## config.mk

```make
export PLATFORM = sky130hd
export DESIGN_NAME = mnist_grid_plotter
export DESIGN_NICKNAME = d
export VERILOG_FILES = /design/src/rtl/mnist_grid_plotter_pkg.sv /design/src/rtl/mnist_grid_addr_gen.sv /design/src/rtl/mnist_grid_plotter.sv
export SDC_FILE = /design/constraint.sdc
export NUM_CORES = 1
export LEC_CHECK = 0
export CORE_MARGIN = 10
export CORE_UTILIZATION = 35
export CTS_CLUSTER_SIZE = 12
export DETAILED_ROUTE_END_ITERATION = 10
export GPL_TIMING_DRIVEN = 0
export PLACE_DENSITY_LB_ADDON = 0.12
export SETUP_SLACK_MARGIN = 0.05
export SLEW_MARGIN = 20
export SYNTH_ARGS = -nofsm -noshare
export SYNTH_HDL_FRONTEND = slang
export SYNTH_SLANG_ARGS = --single-unit
```

## constraint.sdc

```tcl
create_clock -name CLOCK_50 -period 2.6 [get_ports CLOCK_50]
set_input_delay 0.52 -clock CLOCK_50 [delete_from_list [all_inputs] [get_ports CLOCK_50]]
set_output_delay 0.52 -clock CLOCK_50 [all_outputs]
set_load 0.005 [all_outputs]
```

## src/rtl/mnist_grid_plotter_pkg.sv

```systemverilog
// Shared definitions for the MNIST grid plotter: FSM encoding, screen geometry
// and colour defaults.
package mnist_grid_plotter_pkg;

  typedef enum logic [2:0] {
    S_IDLE,
    S_CLEAR,
    S_DRAW,
    S_FLUSH,
    S_DONE
  } state_t;

  localparam int          SCR_W_DEF  = 160;
  localparam int          SCR_H_DEF  = 120;
  localparam logic [7:0]  THRESH_DEF = 8'd128;
  localparam logic [2:0]  FG_DEF     = 3'b111;
  localparam logic [2:0]  BG_DEF     = 3'b000;

endpackage

```

## src/rtl/mnist_grid_addr_gen.sv

```systemverilog
// Coordinate walker: screen x/y plus sub-pixel and source row/col counters, so the
// source address falls out of counters instead of a divide by SCALE.
module mnist_grid_addr_gen #(
  parameter int IMG_W = 28,
  parameter int IMG_H = 28,
  parameter int SCALE = 2,
  parameter int X0    = 8,
  parameter int Y0    = 8,
  parameter int SCR_W = 160,
  parameter int SCR_H = 120
) (
  input  logic       clk,
  input  logic       rst_n,
  input  logic       load,
  input  logic       clear,
  input  logic       adv,
  output logic [8:0] x,
  output logic [7:0] y,
  output logic [9:0] addr,
  output logic       last
);
  localparam int SW = $clog2(SCALE + 1);
  localparam int CW = $clog2(IMG_W + 1);
  localparam int RW = $clog2(IMG_H + 1);

  localparam logic [8:0]    X_LAST_CLR = 9'(SCR_W - 1);
  localparam logic [7:0]    Y_LAST_CLR = 8'(SCR_H - 1);
  localparam logic [SW-1:0] SUB_LAST   = SW'(SCALE - 1);
  localparam logic [CW-1:0] COL_LAST   = CW'(IMG_W - 1);
  localparam logic [RW-1:0] ROW_LAST   = RW'(IMG_H - 1);

  logic          clr_q;
  logic [SW-1:0] sub_x, sub_y;
  logic [CW-1:0] col;
  logic [RW-1:0] row;
  logic          row_end;

  always_comb begin
    row_end = clr_q ? (x == X_LAST_CLR) : (col == COL_LAST && sub_x == SUB_LAST);
    last    = row_end && (clr_q ? (y == Y_LAST_CLR) : (row == ROW_LAST && sub_y == SUB_LAST));
  end

  assign addr = 10'(row) * 10'(IMG_W) + 10'(col);

  always_ff @(posedge clk or negedge rst_n) begin
    if (!rst_n) begin
      clr_q <= 1'b0;
      x     <= '0;
      y     <= '0;
      sub_x <= '0;
      sub_y <= '0;
      col   <= '0;
      row   <= '0;
    end else if (load) begin
      clr_q <= clear;
      x     <= clear ? 9'd0 : 9'(X0);
      y     <= clear ? 8'd0 : 8'(Y0);
      sub_x <= '0;
      sub_y <= '0;
      col   <= '0;
      row   <= '0;
    end else if (adv && !last) begin
      // final coordinate holds; the FSM leaves the issue state on it
      if (row_end) begin
        x     <= clr_q ? 9'd0 : 9'(X0);
        y     <= y + 8'd1;
        sub_x <= '0;
        col   <= '0;
        if (!clr_q) begin
          if (sub_y == SUB_LAST) begin
            sub_y <= '0;
            row   <= row + RW'(1);
          end else begin
            sub_y <= sub_y + SW'(1);
          end
        end
      end else begin
        x <= x + 9'd1;
        if (!clr_q) begin
          if (sub_x == SUB_LAST) begin
            sub_x <= '0;
            col   <= col + CW'(1);
          end else begin
            sub_x <= sub_x + SW'(1);
          end
        end
      end
    end
  end

endmodule

```

## src/rtl/mnist_grid_plotter.sv

```systemverilog
// Drawing stage: FSM plus one-stage output register; walks the image RAM (or the
// whole screen for a clear) and emits one VGA pixel write per cycle.
module mnist_grid_plotter
  import mnist_grid_plotter_pkg::*;
#(
  parameter int         IMG_W    = 28,
  parameter int         IMG_H    = 28,
  parameter int         SCALE    = 2,
  parameter int         X0       = 8,
  parameter int         Y0       = 8,
  parameter int         SCR_W    = SCR_W_DEF,
  parameter int         SCR_H    = SCR_H_DEF,
  parameter logic [7:0] THRESH   = THRESH_DEF,
  parameter logic [2:0] FG_COLOR = FG_DEF,
  parameter logic [2:0] BG_COLOR = BG_DEF
) (
  input  logic       CLOCK_50,
  input  logic       resetn,
  input  logic       start,
  input  logic       clear,
  output logic [9:0] mem_addr,
  output logic       mem_rd,
  input  logic [7:0] mem_rdata,
  output logic [7:0] VGA_X,
  output logic [6:0] VGA_Y,
  output logic [2:0] VGA_COLOR,
  output logic       plot,
  output logic       busy,
  output logic       done
);
  localparam logic [8:0] SCR_W_L = 9'(SCR_W);
  localparam logic [7:0] SCR_H_L = 8'(SCR_H);

  state_t     state, state_nxt;
  logic       load, adv, last;
  logic [8:0] sx;
  logic [7:0] sy;
  logic       draw_q;

  mnist_grid_addr_gen #(
    .IMG_W(IMG_W), .IMG_H(IMG_H), .SCALE(SCALE), .X0(X0), .Y0(Y0),
    .SCR_W(SCR_W), .SCR_H(SCR_H)
  ) u_addr_gen (
    .clk  (CLOCK_50),
    .rst_n(resetn),
    .load (load),
    .clear(clear),
    .adv  (adv),
    .x    (sx),
    .y    (sy),
    .addr (mem_addr),
    .last (last)
  );

  always_ff @(posedge CLOCK_50 or negedge resetn) begin
    if (!resetn) state <= S_IDLE;
    else         state <= state_nxt;
  end

  always_comb begin
    state_nxt = state;
    load      = 1'b0;
    adv       = 1'b0;
    busy      = 1'b0;
    done      = 1'b0;
    case (state)
      S_IDLE: begin
        if (start) begin
          load      = 1'b1;
          state_nxt = clear ? S_CLEAR : S_DRAW;
        end
      end
      S_CLEAR, S_DRAW: begin
        busy = 1'b1;
        adv  = 1'b1;
        if (last) state_nxt = S_FLUSH;
      end
      S_FLUSH: begin
        busy      = 1'b1;
        state_nxt = S_DONE;
      end
      S_DONE: begin
        done      = 1'b1;
        state_nxt = S_IDLE;
      end
      default: state_nxt = S_IDLE;
    endcase
  end

  assign mem_rd = (state == S_DRAW);

  // off-screen coordinates still take their cycle but never raise plot
  always_ff @(posedge CLOCK_50 or negedge resetn) begin
    if (!resetn) begin
      VGA_X  <= '0;
      VGA_Y  <= '0;
      plot   <= 1'b0;
      draw_q <= 1'b0;
    end else begin
      plot   <= adv && (sx < SCR_W_L) && (sy < SCR_H_L);
      draw_q <= adv && (state == S_DRAW);
      if (adv) begin
        VGA_X <= sx[7:0];
        VGA_Y <= sy[6:0];
      end
    end
  end

  assign VGA_COLOR = (draw_q && (mem_rdata >= THRESH)) ? FG_COLOR : BG_COLOR;

endmodule

```

* Word level (Yosys, flattened, before mapping)
Index checks and enable logic that the tools add are counted.
Cells by class: $add $sub $neg 7, multiply operators 1, div/mod/pow operators 0, order comparisons 3, eq/ne operators 14, shift operators 0, multiplexer cells 41, bitwise gates (word level) 0, reductions and logical operators 22
Operator list (number):
- 5-bit two-way mux | 10
- 9-bit two-way mux | 3
- 8-bit two-way mux | 3
- 2-bit two-way mux | 11
- 4-bit two-way mux | 3
- 10-bit by 5-bit adder with 10-bit output | 1
- 5-bit by 1-bit adder with 5-bit output (second input constant) | 2
- 5-bit equality test (second input constant) | 2
- 9-bit by 1-bit adder with 9-bit output (second input constant) | 1
- 9-bit by 8-bit equality test with 1-bit output (second input constant) | 1
- 9-bit by 8-bit less-than comparator with 1-bit output (second input constant) | 1
- 3-bit two-way mux | 3
- 3-bit case mux with 3 select lines | 1
- 8-bit by 1-bit adder with 8-bit output (second input constant) | 1
- 8-bit by 7-bit equality test with 1-bit output (second input constant) | 1
- 8-bit >= comparator (second input constant) | 1
- 1-bit logical AND | 8
- 8-bit by 7-bit less-than comparator with 1-bit output (second input constant) | 1
- 5-bit by 3-bit multiplier with 8-bit output (second input constant) | 1
- 1-bit two-way mux | 7
- 3-bit by 2-bit equality test with 1-bit output (second input constant) | 2
- 2-bit AND reduction | 3
- 3-bit AND reduction | 2
- 2-bit nonzero test | 3
- 13 further kinds | 16
Word-level totals: register bits 52, latch bits 0, bits in writable memories 0, memory bits (read-only) 0, input port bits 12, word-level logic and storage cells 100, memories 0

* Depth between registers and ports, before layout
Gate-level depths: netlist of the first run.
word-level depth 8, gate-level depth with buffers 9

* Modules after synthesis
A second synthesis of the first run with hierarchy kept.
Unflattened totals: cells, all modules 309, area, all modules 3340.7 µm²
Modules (own cells, without submodules):
- mnist_grid_addr_gen | times used 1, cells each 247, area each 2413.6 µm²
- mnist_grid_plotter | times used 1, cells each 62, area each 927.1 µm²

* Least setup slack after synthesis of the first run
OpenSTA, ideal clock, no wires.
kind flip-flop to output port, start point register u_addr_gen.row[2], end point output port mem_addr[8], arrival time 2258 ps, path slack -178 ps, stages on the path, launching flop included 10, path buffers 0, cells stage by stage dfrtp_1 fa_1 ha_1 inv_1 fa_1 nand2b_1 a21oi_1 o21ai_0 and2_1 xnor2_1
On the way: word-level cells in the longest chain between the ends 2
Ends and longest elaborated chain:
- start, declared | RTL line mnist_grid_addr_gen.sv:35 | logic [RW-1:0] row;
- start signal, assigned | RTL line mnist_grid_addr_gen.sv:72 | row <= row + RW'(1);
- 5-bit by 3-bit multiplier with 8-bit output | RTL line mnist_grid_addr_gen.sv:43 | assign addr = 10'(row) * 10'(IMG_W) + 10'(col);
- 10-bit by 5-bit adder with 10-bit output | RTL line mnist_grid_addr_gen.sv:43
- end, declared | RTL line mnist_grid_plotter.sv:21 | output logic [9:0] mem_addr,
No other way between the ends.

* Worst setup path after layout of the first run
start point register u_addr_gen.row[1], end point output port mem_addr[9]
The elaborated chain is that of the path after synthesis.

==> impl_summary.log, run 1 <==
INFO  metric unrepaired_setup_endpoints_after_global_routing = yes
INFO  metric r2r_setup_slack = 0.20 ns
INFO  metric synthesis.yosys.warnings = 0
INFO  metric ys_seq_elements = 52
INFO  metric top_cells_by_instance_count_after_synthesis = sky130_fd_sc_hd__nand2_1, sky130_fd_sc_hd__dfrtp_1, sky130_fd_sc_hd__a21oi_1
INFO  metric cts_made_buffers = 5
INFO  metric power.total = 3.63 mW
INFO  metric worst_pin_slew = 0.768 ns
INFO  metric power.clock.fraction = 0.152
INFO  metric worstSkewPairLatency = 0.31 ns
INFO  metric asyncSetResetFlopFracSynth = 1.00
INFO  metric hold_path.class = in -> async
INFO  metric cts_tree = yes
INFO  metric stdcell_area = 0.00393 sq mm
INFO  metric grt_antenna_before_repair = 0
INFO  metric worst-endpoint-arrival = 2.72 ns
INFO  metric max-slew-margin-rel = 0.486
INFO  metric worst-endpoint-required = 2.08 ns
INFO  metric fp-row-count = 34
INFO  metric fin_setup_tns = -2.68 ns
INFO  metric place.detailed.hpwl = 5450 um
INFO  metric max_cap_viol_count = 0
INFO  metric drive_gt1_frac = 0.191
INFO  metric worstSetupStartpointType = flip-flop
INFO  metric synthDistinctLibCells = 52
INFO  metric fmax = 0.308 GHz
INFO  metric synth_top_area_frac = 0.422
INFO  metric power_frac_seq = 0.340
INFO  metric path_cells = fa_1 -> ha_4 -> inv_2 -> fa_2 -> nand2b_4 -> a21oi_4 -> or3_4 -> nand4_1 -> xor2_1 -> buf_2
INFO  metric die_x = 114 um
INFO  metric placeableCoreArea = 0.00864 sq mm
INFO  metric synthDominantAreaCellType = sky130_fd_sc_hd__dfrtp_1
INFO  metric grt_overflow_total = 0
INFO  metric switching_power = 1.56 mW
INFO  metric setup-violations-final = 6
INFO  metric die_h = 114 um
INFO  metric synth_enable_flop_cells = 0
INFO  metric gate_count_of_the_mapped_netlist = 330
INFO  metric synth.top_cells.by_area = sky130_fd_sc_hd__dfrtp_1, sky130_fd_sc_hd__nand2_1, sky130_fd_sc_hd__ha_1, sky130_fd_sc_hd__a21oi_1, sky130_fd_sc_hd__fa_1
INFO  metric cts-root-buf = sky130_fd_sc_hd__clkbuf_8
INFO  metric maximum_number_of_pins_on_one_net_before_global_route_repair = 53
INFO  metric tritoncts_num_sinks = 52
INFO  metric cellLeakagePower = 1.80 nW
INFO  metric internal-power = 2.07 mW
INFO  metric cell_area_after_placement = 0.00360 sq mm
INFO  metric firstDrtPassIters = 5
INFO  metric avgViaCountPerCell = 5.30
INFO  metric grt_pass1_wl = 13600 um
INFO  metric switching_share = 0.429
INFO  metric max-clock-path-buffers = 2
INFO  metric power-per-cell-area = 925 mW/mm^2
INFO  metric run_status = complete, but fails checks
INFO  metric setup.worst_path.end_class = output port
INFO  metric ys.flop_type = sky130_fd_sc_hd__dfrtp_1
INFO  metric start_util = 0.357
INFO  metric finalWeightedCongestion = 0.840
INFO  metric share_comb_of_total_power = 0.507
INFO  metric finalNetCount = 421
INFO  metric hold_buffer_count_at_cts = 0
INFO  metric post-route-drc-count = 0
INFO  metric cts_max_level = 2
INFO  metric finalWirelength = 7960 um
INFO  metric setup_ws = -0.643 ns
INFO  metric globalRouteTotalUtil = 0.125
INFO  metric synthesis.area = 0.00309 sq mm
INFO  metric timing.critical_path.max_delay_family = adder cells
INFO  metric final-hold-violation-count = 0
INFO  metric place.port_buffers = 36
INFO  metric layout.core_utilization = 0.455
INFO  metric slew_violations = 0
INFO  metric final.setup_skew = 0.00955 ns
INFO  metric nFillCells = 836
INFO  metric vias = 2627
INFO  metric timing.reg2reg.worst_path_depth = 10
INFO  metric worst_setup_hold_path_clk_slew = 0.10 ns
INFO  metric power.ir.vdd_worst = 0.388 mV
INFO  metric failed_checks = negative setup slack
INFO  metric first_global_vias = 2756
INFO  metric wp_buf_inv = 2
INFO  metric area_delta_synth_final = 27.3%
INFO  metric drt.antenna.violating_nets = 0
INFO  metric postSynthAreaPerCell = 9.35 sq um
INFO  metric timing.rr.start = u_addr_gen.row[2]
INFO  metric timing.rr.end = u_addr_gen.x[3]
INFO  metric dr.first_iter.drc_count = 121
INFO  metric fp.dieArea = 0.0130 sq mm
INFO  metric worst-setup-path-type = reg -> out
INFO  metric critical_path_peak_fanout = 3
INFO  metric floorplan.io_pins = 44
INFO  metric synth.most_common_cell = sky130_fd_sc_hd__nand2_1
INFO  metric hold-worst-slack = 0.235 ns
INFO  metric ys_seq_area_frac = 0.422
INFO  metric synthesis.nets = 364
INFO  metric min_period_over_period = 1.25
INFO  metric finalWorstPathRequiredPeriod = 3.24 ns
INFO  metric drt-wirelength-per-cell = 16.1 um
INFO  metric worst_path_max_delay_cell = sky130_fd_sc_hd__fa_1
INFO  metric antenna_cells_inserted = 0
INFO  metric critical_path.max_stage_delay = 0.59 ns
-- worst register-to-register path, cell delays in order (launching register included) --
cell	delay, ns
sky130_fd_sc_hd__dfrtp_2	0.45
sky130_fd_sc_hd__buf_4	0.16
sky130_fd_sc_hd__buf_4	0.14
sky130_fd_sc_hd__inv_1	0.08
sky130_fd_sc_hd__ha_1	0.15
sky130_fd_sc_hd__nand4b_1	0.17
sky130_fd_sc_hd__o22ai_4	0.20
sky130_fd_sc_hd__o22a_1	0.17
sky130_fd_sc_hd__buf_2	0.17
sky130_fd_sc_hd__nand2_1	0.29
sky130_fd_sc_hd__a32o_1	0.33
-- routing by layer --
layer,global-route usage,part of all wire,vias up
li1,-,-,1285
met1,0.154,0.44,1280
met2,0.213,0.50,54
met3,0.0268,0.054,8
met4,0.0409,0.011,0
met5,0,0,-
-- power by group through the flow --
stage / Sequential (mW) / Combinational [mW] / Clock (mW)
after CTS: 1.24 / 1.85 / 0.579
after detailed placement: 1.25 / 1.84 / 0
after global placement: 1.25 / 1.83 / 0
final: 1.24 / 1.84 / 0.553
after global routing: 1.27 / 2.08 / 0.606
after floorplan: 1.21 / 1.13 / 0
-- how the worst max path moves through the flow --
stage | from | to | slack (ns) | cells after the start
global route | u_addr_gen.row[1] | mem_addr[9] | -0.73 | 10
CTS | u_addr_gen.row[0] | mem_addr[9] | -0.74 | 10
floorplan | u_addr_gen.row[0] | mem_addr[8] | -0.09 | 9
finish | u_addr_gen.row[1] | mem_addr[9] | -0.64 | 10
detailed placement | u_addr_gen.row[2] | mem_addr[8] | -0.70 | 8
global placement | resetn | u_addr_gen.row[2] | -0.91 | 1
-- registers in the layout, indices dropped and copies added (netlist names) --
name,flops
VGA_X,8
VGA_Y,7
draw_q,1
plot,1
state,3
u_addr_gen.clr_q,1
u_addr_gen.col,5
u_addr_gen.row,5
u_addr_gen.sub_x,2
u_addr_gen.sub_y,2
u_addr_gen.x,9
u_addr_gen.y,8
-- cell type report --
| class | count | area (sq um) | area share |
|---|---|---|---|
| Sequential cell | 52 | 1310 | 0.333 |
| Clock buffer | 6 | 72.6 | 0.0185 |
| Multi-Input combinational cell | 244 | 1770 | 0.452 |
| Tap cell | 108 | 135 | 0.0344 |
| Buffer | 20 | 108 | 0.0274 |
| Timing Repair Buffer | 51 | 447 | 0.114 |
| Inverter | 13 | 48.8 | 0.0124 |
| Clock inverter | 2 | 35.0 | 0.00892 |
-- stage by stage --
stage / instances / setup WS [ns]
2_1_floorplan: 330 / -0.0861
3_3_place_gp: 474 / -0.908
3_5_place_dp: 474 / -0.705
4_1_cts: 493 / -0.740
5_1_grt: 496 / -0.733
6_report: 496 / -0.643
-- cells by family after synthesis --
| group | Yosys count | synth area share |
|---|---|---|
| AOI/OAI and AO/OA | 80 | 0.168 |
| and+or+nand+nor | 130 | 0.221 |
| adders and majority gates | 22 | 0.104 |
| buffers and inverters | 34 | 0.0507 |
| DFF | 52 | 0.422 |
| xor gates and xnor gates | 12 | 0.0341 |
-- timing repair --
| item | CTS | global route |
|---|---|---|
| setup buffers | 12 | 5 |
| resized for setup | 38 | 15 |
| endpoints found under the setup margin | 19 | 27 |
| pin swaps | 10 | 16 |
-- layout by cell type, fill, tap and decap left out, types with 5 or more instances in the layout --
| cell | Yosys | layout |
|---|---|---|
| sky130_fd_sc_hd__clkbuf_8 | 0 | 5 |
| sky130_fd_sc_hd__a31oi_1 | 7 | 7 |
| sky130_fd_sc_hd__ha_1 | 16 | 12 |
| sky130_fd_sc_hd__clkbuf_1 | 10 | 9 |
| sky130_fd_sc_hd__nor3_1 | 6 | 5 |
| sky130_fd_sc_hd__inv_1 | 13 | 12 |
| sky130_fd_sc_hd__o21ai_0 | 13 | 12 |
| sky130_fd_sc_hd__buf_4 | 6 | 20 |
| sky130_fd_sc_hd__nand4_1 | 9 | 9 |
| sky130_fd_sc_hd__clkdlybuf4s50_1 | 0 | 28 |
| sky130_fd_sc_hd__fa_1 | 6 | 5 |
| sky130_fd_sc_hd__nor2_1 | 11 | 10 |
| sky130_fd_sc_hd__nand3_1 | 15 | 15 |
| sky130_fd_sc_hd__a21o_1 | 5 | 5 |
| sky130_fd_sc_hd__a21oi_1 | 24 | 21 |
| sky130_fd_sc_hd__xnor2_1 | 6 | 5 |
| sky130_fd_sc_hd__dfrtp_1 | 52 | 48 |
| sky130_fd_sc_hd__buf_2 | 4 | 9 |
| sky130_fd_sc_hd__nand2_1 | 58 | 58 |
Power figures use the tool's default switching activity.
==> run 2, diff against run 1 <==
--- a/config.mk
+++ b/config.mk
@@ -7,7 +7,8 @@
 export LEC_CHECK = 0
 export CORE_MARGIN = 10
-export CORE_UTILIZATION = 35
+export CORE_UTILIZATION = 50
 export CTS_CLUSTER_SIZE = 12
 export DETAILED_ROUTE_END_ITERATION = 10
+export DONT_BUFFER_PORTS = 1
 export GPL_TIMING_DRIVEN = 0
 export PLACE_DENSITY_LB_ADDON = 0.12
==> constraint.sdc (replaced) <==
create_clock -name CLOCK_50 -period 2.6 [get_ports CLOCK_50]
set_input_delay 0.78 -clock CLOCK_50 [delete_from_list [all_inputs] [get_ports CLOCK_50]]
set_output_delay 0.78 -clock CLOCK_50 [all_outputs]
set_load 0.005 [all_outputs]
==> run 2 against run 1 <==
  * The run still ends with negative setup slack left
  * Worst setup slack got worse by 0.13 ns
  * Flip-flop and latch count is the same
  * Worst hold slack got worse by 0.077 ns
  * Critical path depth fell by 1
  * Count of clock-buffer cells in the layout is the same
  * Via count is 5.8% lower
  * Sequential share of layout area up 3.8 points
  * Wire length down 8.9%
  * First-iteration DRC count is 20% higher
  * Clock power is 6.3% higher
  * Register-to-register slack gained 0.02 ns
  * Critical endpoint is now mem_addr[8]
  * Largest power group unchanged
==> impl_summary.log, run 2 (synthesis results as in run 1) <==
INFO  metric finalWirelength = 7250 um (-8.9%)
INFO  metric critical_path_peak_fanout = 4 (+1)
INFO  metric power-per-cell-area = 962 mW/mm^2 (+4.1%)
INFO  metric cellLeakagePower = 1.64 nW (-8.6%)
INFO  metric worst-setup-path-type = reg -> out
INFO  metric grt_overflow_total = 0 (unchanged)
INFO  metric start_util = 0.518 (+0.161)
INFO  metric unrepaired_setup_endpoints_after_global_routing = yes
INFO  metric grt_pass1_wl = 12100 um (-11%)
INFO  metric first_global_vias = 2460 (-11%)
INFO  metric drive_gt1_frac = 0.181 (-0.00969)
INFO  metric run_status = complete, but fails checks
INFO  metric mostFrequentLayoutCells = sky130_fd_sc_hd__nand2_1, sky130_fd_sc_hd__dfrtp_1, sky130_fd_sc_hd__a21oi_1, sky130_fd_sc_hd__buf_4, sky130_fd_sc_hd__nand3_1
INFO  metric finalNetCount = 381 (-9.5%)
INFO  metric place.port_buffers = 0 (-100%)
INFO  metric worst-endpoint-arrival = 2.60 ns (-0.12 ns)
INFO  metric finalWeightedCongestion = 0.826 (-1.7%)
INFO  metric mostFrequentLayoutCell = sky130_fd_sc_hd__nand2_1
INFO  metric final.setup_skew = 0.00737 ns (-0.00218 ns)
INFO  metric cts_tree = yes
INFO  metric dr.first_iter.drc_count = 145 (+20%)
INFO  metric avgViaCountPerCell = 5.85 (+10%)
INFO  metric cts_made_buffers = 5 (unchanged)
INFO  metric place.detailed.hpwl = 5030 um (-7.7%)
INFO  metric post-route-drc-count = 0 (unchanged)
INFO  metric worstSkewPairLatency = 0.31 ns (about the same)
INFO  metric reg_top3 = u_addr_gen.x (9), VGA_X (8), u_addr_gen.y (8)
INFO  metric tritoncts_num_sinks = 52 (unchanged)
INFO  metric drt.antenna.violating_nets = 0 (unchanged)
INFO  metric setup-violations-final = 6 (unchanged)
INFO  metric max_cap_viol_count = 0 (unchanged)
INFO  metric min_period_over_period = 1.30 (+0.0516)
INFO  metric power.total = 3.39 mW (-6.7%)
INFO  metric hold-worst-slack = 0.158 ns (-0.0768 ns)
INFO  metric worst-endpoint-required = 1.82 ns (-0.26 ns)
INFO  metric slew_violations = 0 (unchanged)
INFO  metric fin_setup_tns = -3.42 ns (-0.742 ns)
INFO  metric top_register = u_addr_gen.x
INFO  metric firstDrtPassIters = 4 (-1)
INFO  metric fmax = 0.296 GHz (-4.0%)
INFO  metric antenna_cells_inserted = 0 (unchanged)
INFO  metric die_h = 98.6 um (-13%)
INFO  metric vias = 2475 (-5.8%)
INFO  metric hold_buffer_count_at_cts = 0 (unchanged)
INFO  metric switching_share = 0.446 (+0.0168)
INFO  metric placeableCoreArea = 0.00596 sq mm (-31%)
INFO  metric share_comb_of_total_power = 0.455 (-0.052)
INFO  metric failed_checks = negative setup slack
INFO  metric floorplan.io_pins = 44 (unchanged)
INFO  metric hold_path.class = in -> async
INFO  metric fp-row-count = 28 (-18%)
INFO  metric internal-power = 1.88 mW (-9.4%)
INFO  metric preCtsSetupSlack = -0.523 ns (+0.181 ns)
INFO  metric max-slew-margin-rel = 0.481 (-0.00519)
INFO  metric fp.dieArea = 0.00971 sq mm (-25%)
INFO  metric worstSetupStartpointType = flip-flop
INFO  metric die_x = 98.6 um (-13%)
INFO  metric worst_pin_slew = 0.776 ns (+0.00776 ns)
INFO  metric power_frac_seq = 0.372 (+0.032)
INFO  metric drt-wirelength-per-cell = 17.1 um (+6.8%)
INFO  metric power.clock.fraction = 0.173 (+0.021)
INFO  metric setup_ws = -0.777 ns (-0.134 ns)
INFO  metric power.ir.vdd_worst = 0.666 mV (+72%)
INFO  metric layout.core_utilization = 0.591 (+0.136)
INFO  metric setup.worst_path.end_class = output port
INFO  metric worst_setup_hold_path_clk_slew = 0.10 ns (about the same)
INFO  metric area_delta_synth_final = 14.1%
INFO  metric cts_max_level = 2 (unchanged)
INFO  metric globalRouteTotalUtil = 0.147 (+0.0216)
INFO  metric final-hold-violation-count = 0 (unchanged)
INFO  metric finalWorstPathRequiredPeriod = 3.38 ns (+0.134 ns)
INFO  metric grt_antenna_before_repair = 0 (unchanged)
INFO  metric cts-root-buf = sky130_fd_sc_hd__clkbuf_8
INFO  metric largest_register_ff_count = 9 (unchanged)
INFO  metric switching_power = 1.51 mW (-3.1%)
INFO  metric max-clock-path-buffers = 2 (unchanged)
INFO  metric maximum_number_of_pins_on_one_net_before_global_route_repair = 53 (unchanged)
## run 2: changes by cell type in the layout (fill, tap and decap cells not counted), sizes merged
cell	before	now
clkdlybuf4s50	28	0
buf	31	21
clkbuf	17	16
dlygate4sd2	1	0
## run 2: power groups by stage
stage	sequential (mW)	clock, mW	combinational (mW)
after floorplan	1.21	0	1.14
after global placement	1.27	0	1.49
after detailed placement	1.28	0	1.53
after CTS	1.26	0.607	1.53
after global routing	1.30	0.631	1.75
final	1.26	0.588	1.54
## run 2: critical path, cell delays in order, from the launching register on
cell	delay (ns)
sky130_fd_sc_hd__dfrtp_2	0.46
sky130_fd_sc_hd__fa_1	0.50
sky130_fd_sc_hd__ha_4	0.18
sky130_fd_sc_hd__inv_2	0.05
sky130_fd_sc_hd__fa_2	0.22
sky130_fd_sc_hd__nand2b_4	0.13
sky130_fd_sc_hd__a21oi_2	0.05
sky130_fd_sc_hd__or3_4	0.37
sky130_fd_sc_hd__and2_1	0.19
sky130_fd_sc_hd__xnor2_2	0.15
## run 2: final cells by class
type	instances	area [sq um]
Clock inverter	2	38.8
Inverter	13	48.8
Tap cell	75	93.8
Timing Repair Buffer	11	86.3
Clock buffer	6	82.6
Fill cell	544	2440
Multi-Input combinational cell	244	1760
Sequential cell	52	1310
Buffer	20	108
## run 2: metal layers
| layer | track usage | routed length, um | vias to the layer above |
|---|---|---|---|
| li1 | - | - | 1205 |
| met1 | 0.191 | 3300 | 1209 |
| met2 | 0.235 | 3460 | 54 |
| met3 | 0.0363 | 401 | 7 |
| met4 | 0.0430 | 85 | 0 |
| met5 | 0 | 0 | - |
## run 2: stage by stage
| stage | instance area [sq um] | instances |
|---|---|---|
| 2_1_floorplan | 3130 | 330 |
| 6_report | 3520 | 423 |
| 3_5_place_dp | 3220 | 405 |
| 5_1_grt | 3520 | 423 |
| 3_3_place_gp | 3220 | 405 |
| 4_1_cts | 3460 | 420 |
## run 2: repair_timing
item,in CTS,in global routing
pin swaps,3,6
buffers inserted,7,4
resized for setup,12,10
endpoints found under the setup margin,8,21
## run 2: final timing paths
path	cells past startpoint	slack, ns	end	from
setup reg to reg	6	0.22	u_addr_gen.col[4]	u_addr_gen.x[0]
max in group asynchronous	0	2.34	u_addr_gen.row[0]	resetn
hold reg to reg	1	0.49	plot	u_addr_gen.y[7]
setup / recovery	9	-0.78	mem_addr[8]	u_addr_gen.row[1]
min in group CLOCK_50	1	0.49	plot	u_addr_gen.y[7]
hold / removal	0	0.16	u_addr_gen.x[5]	resetn
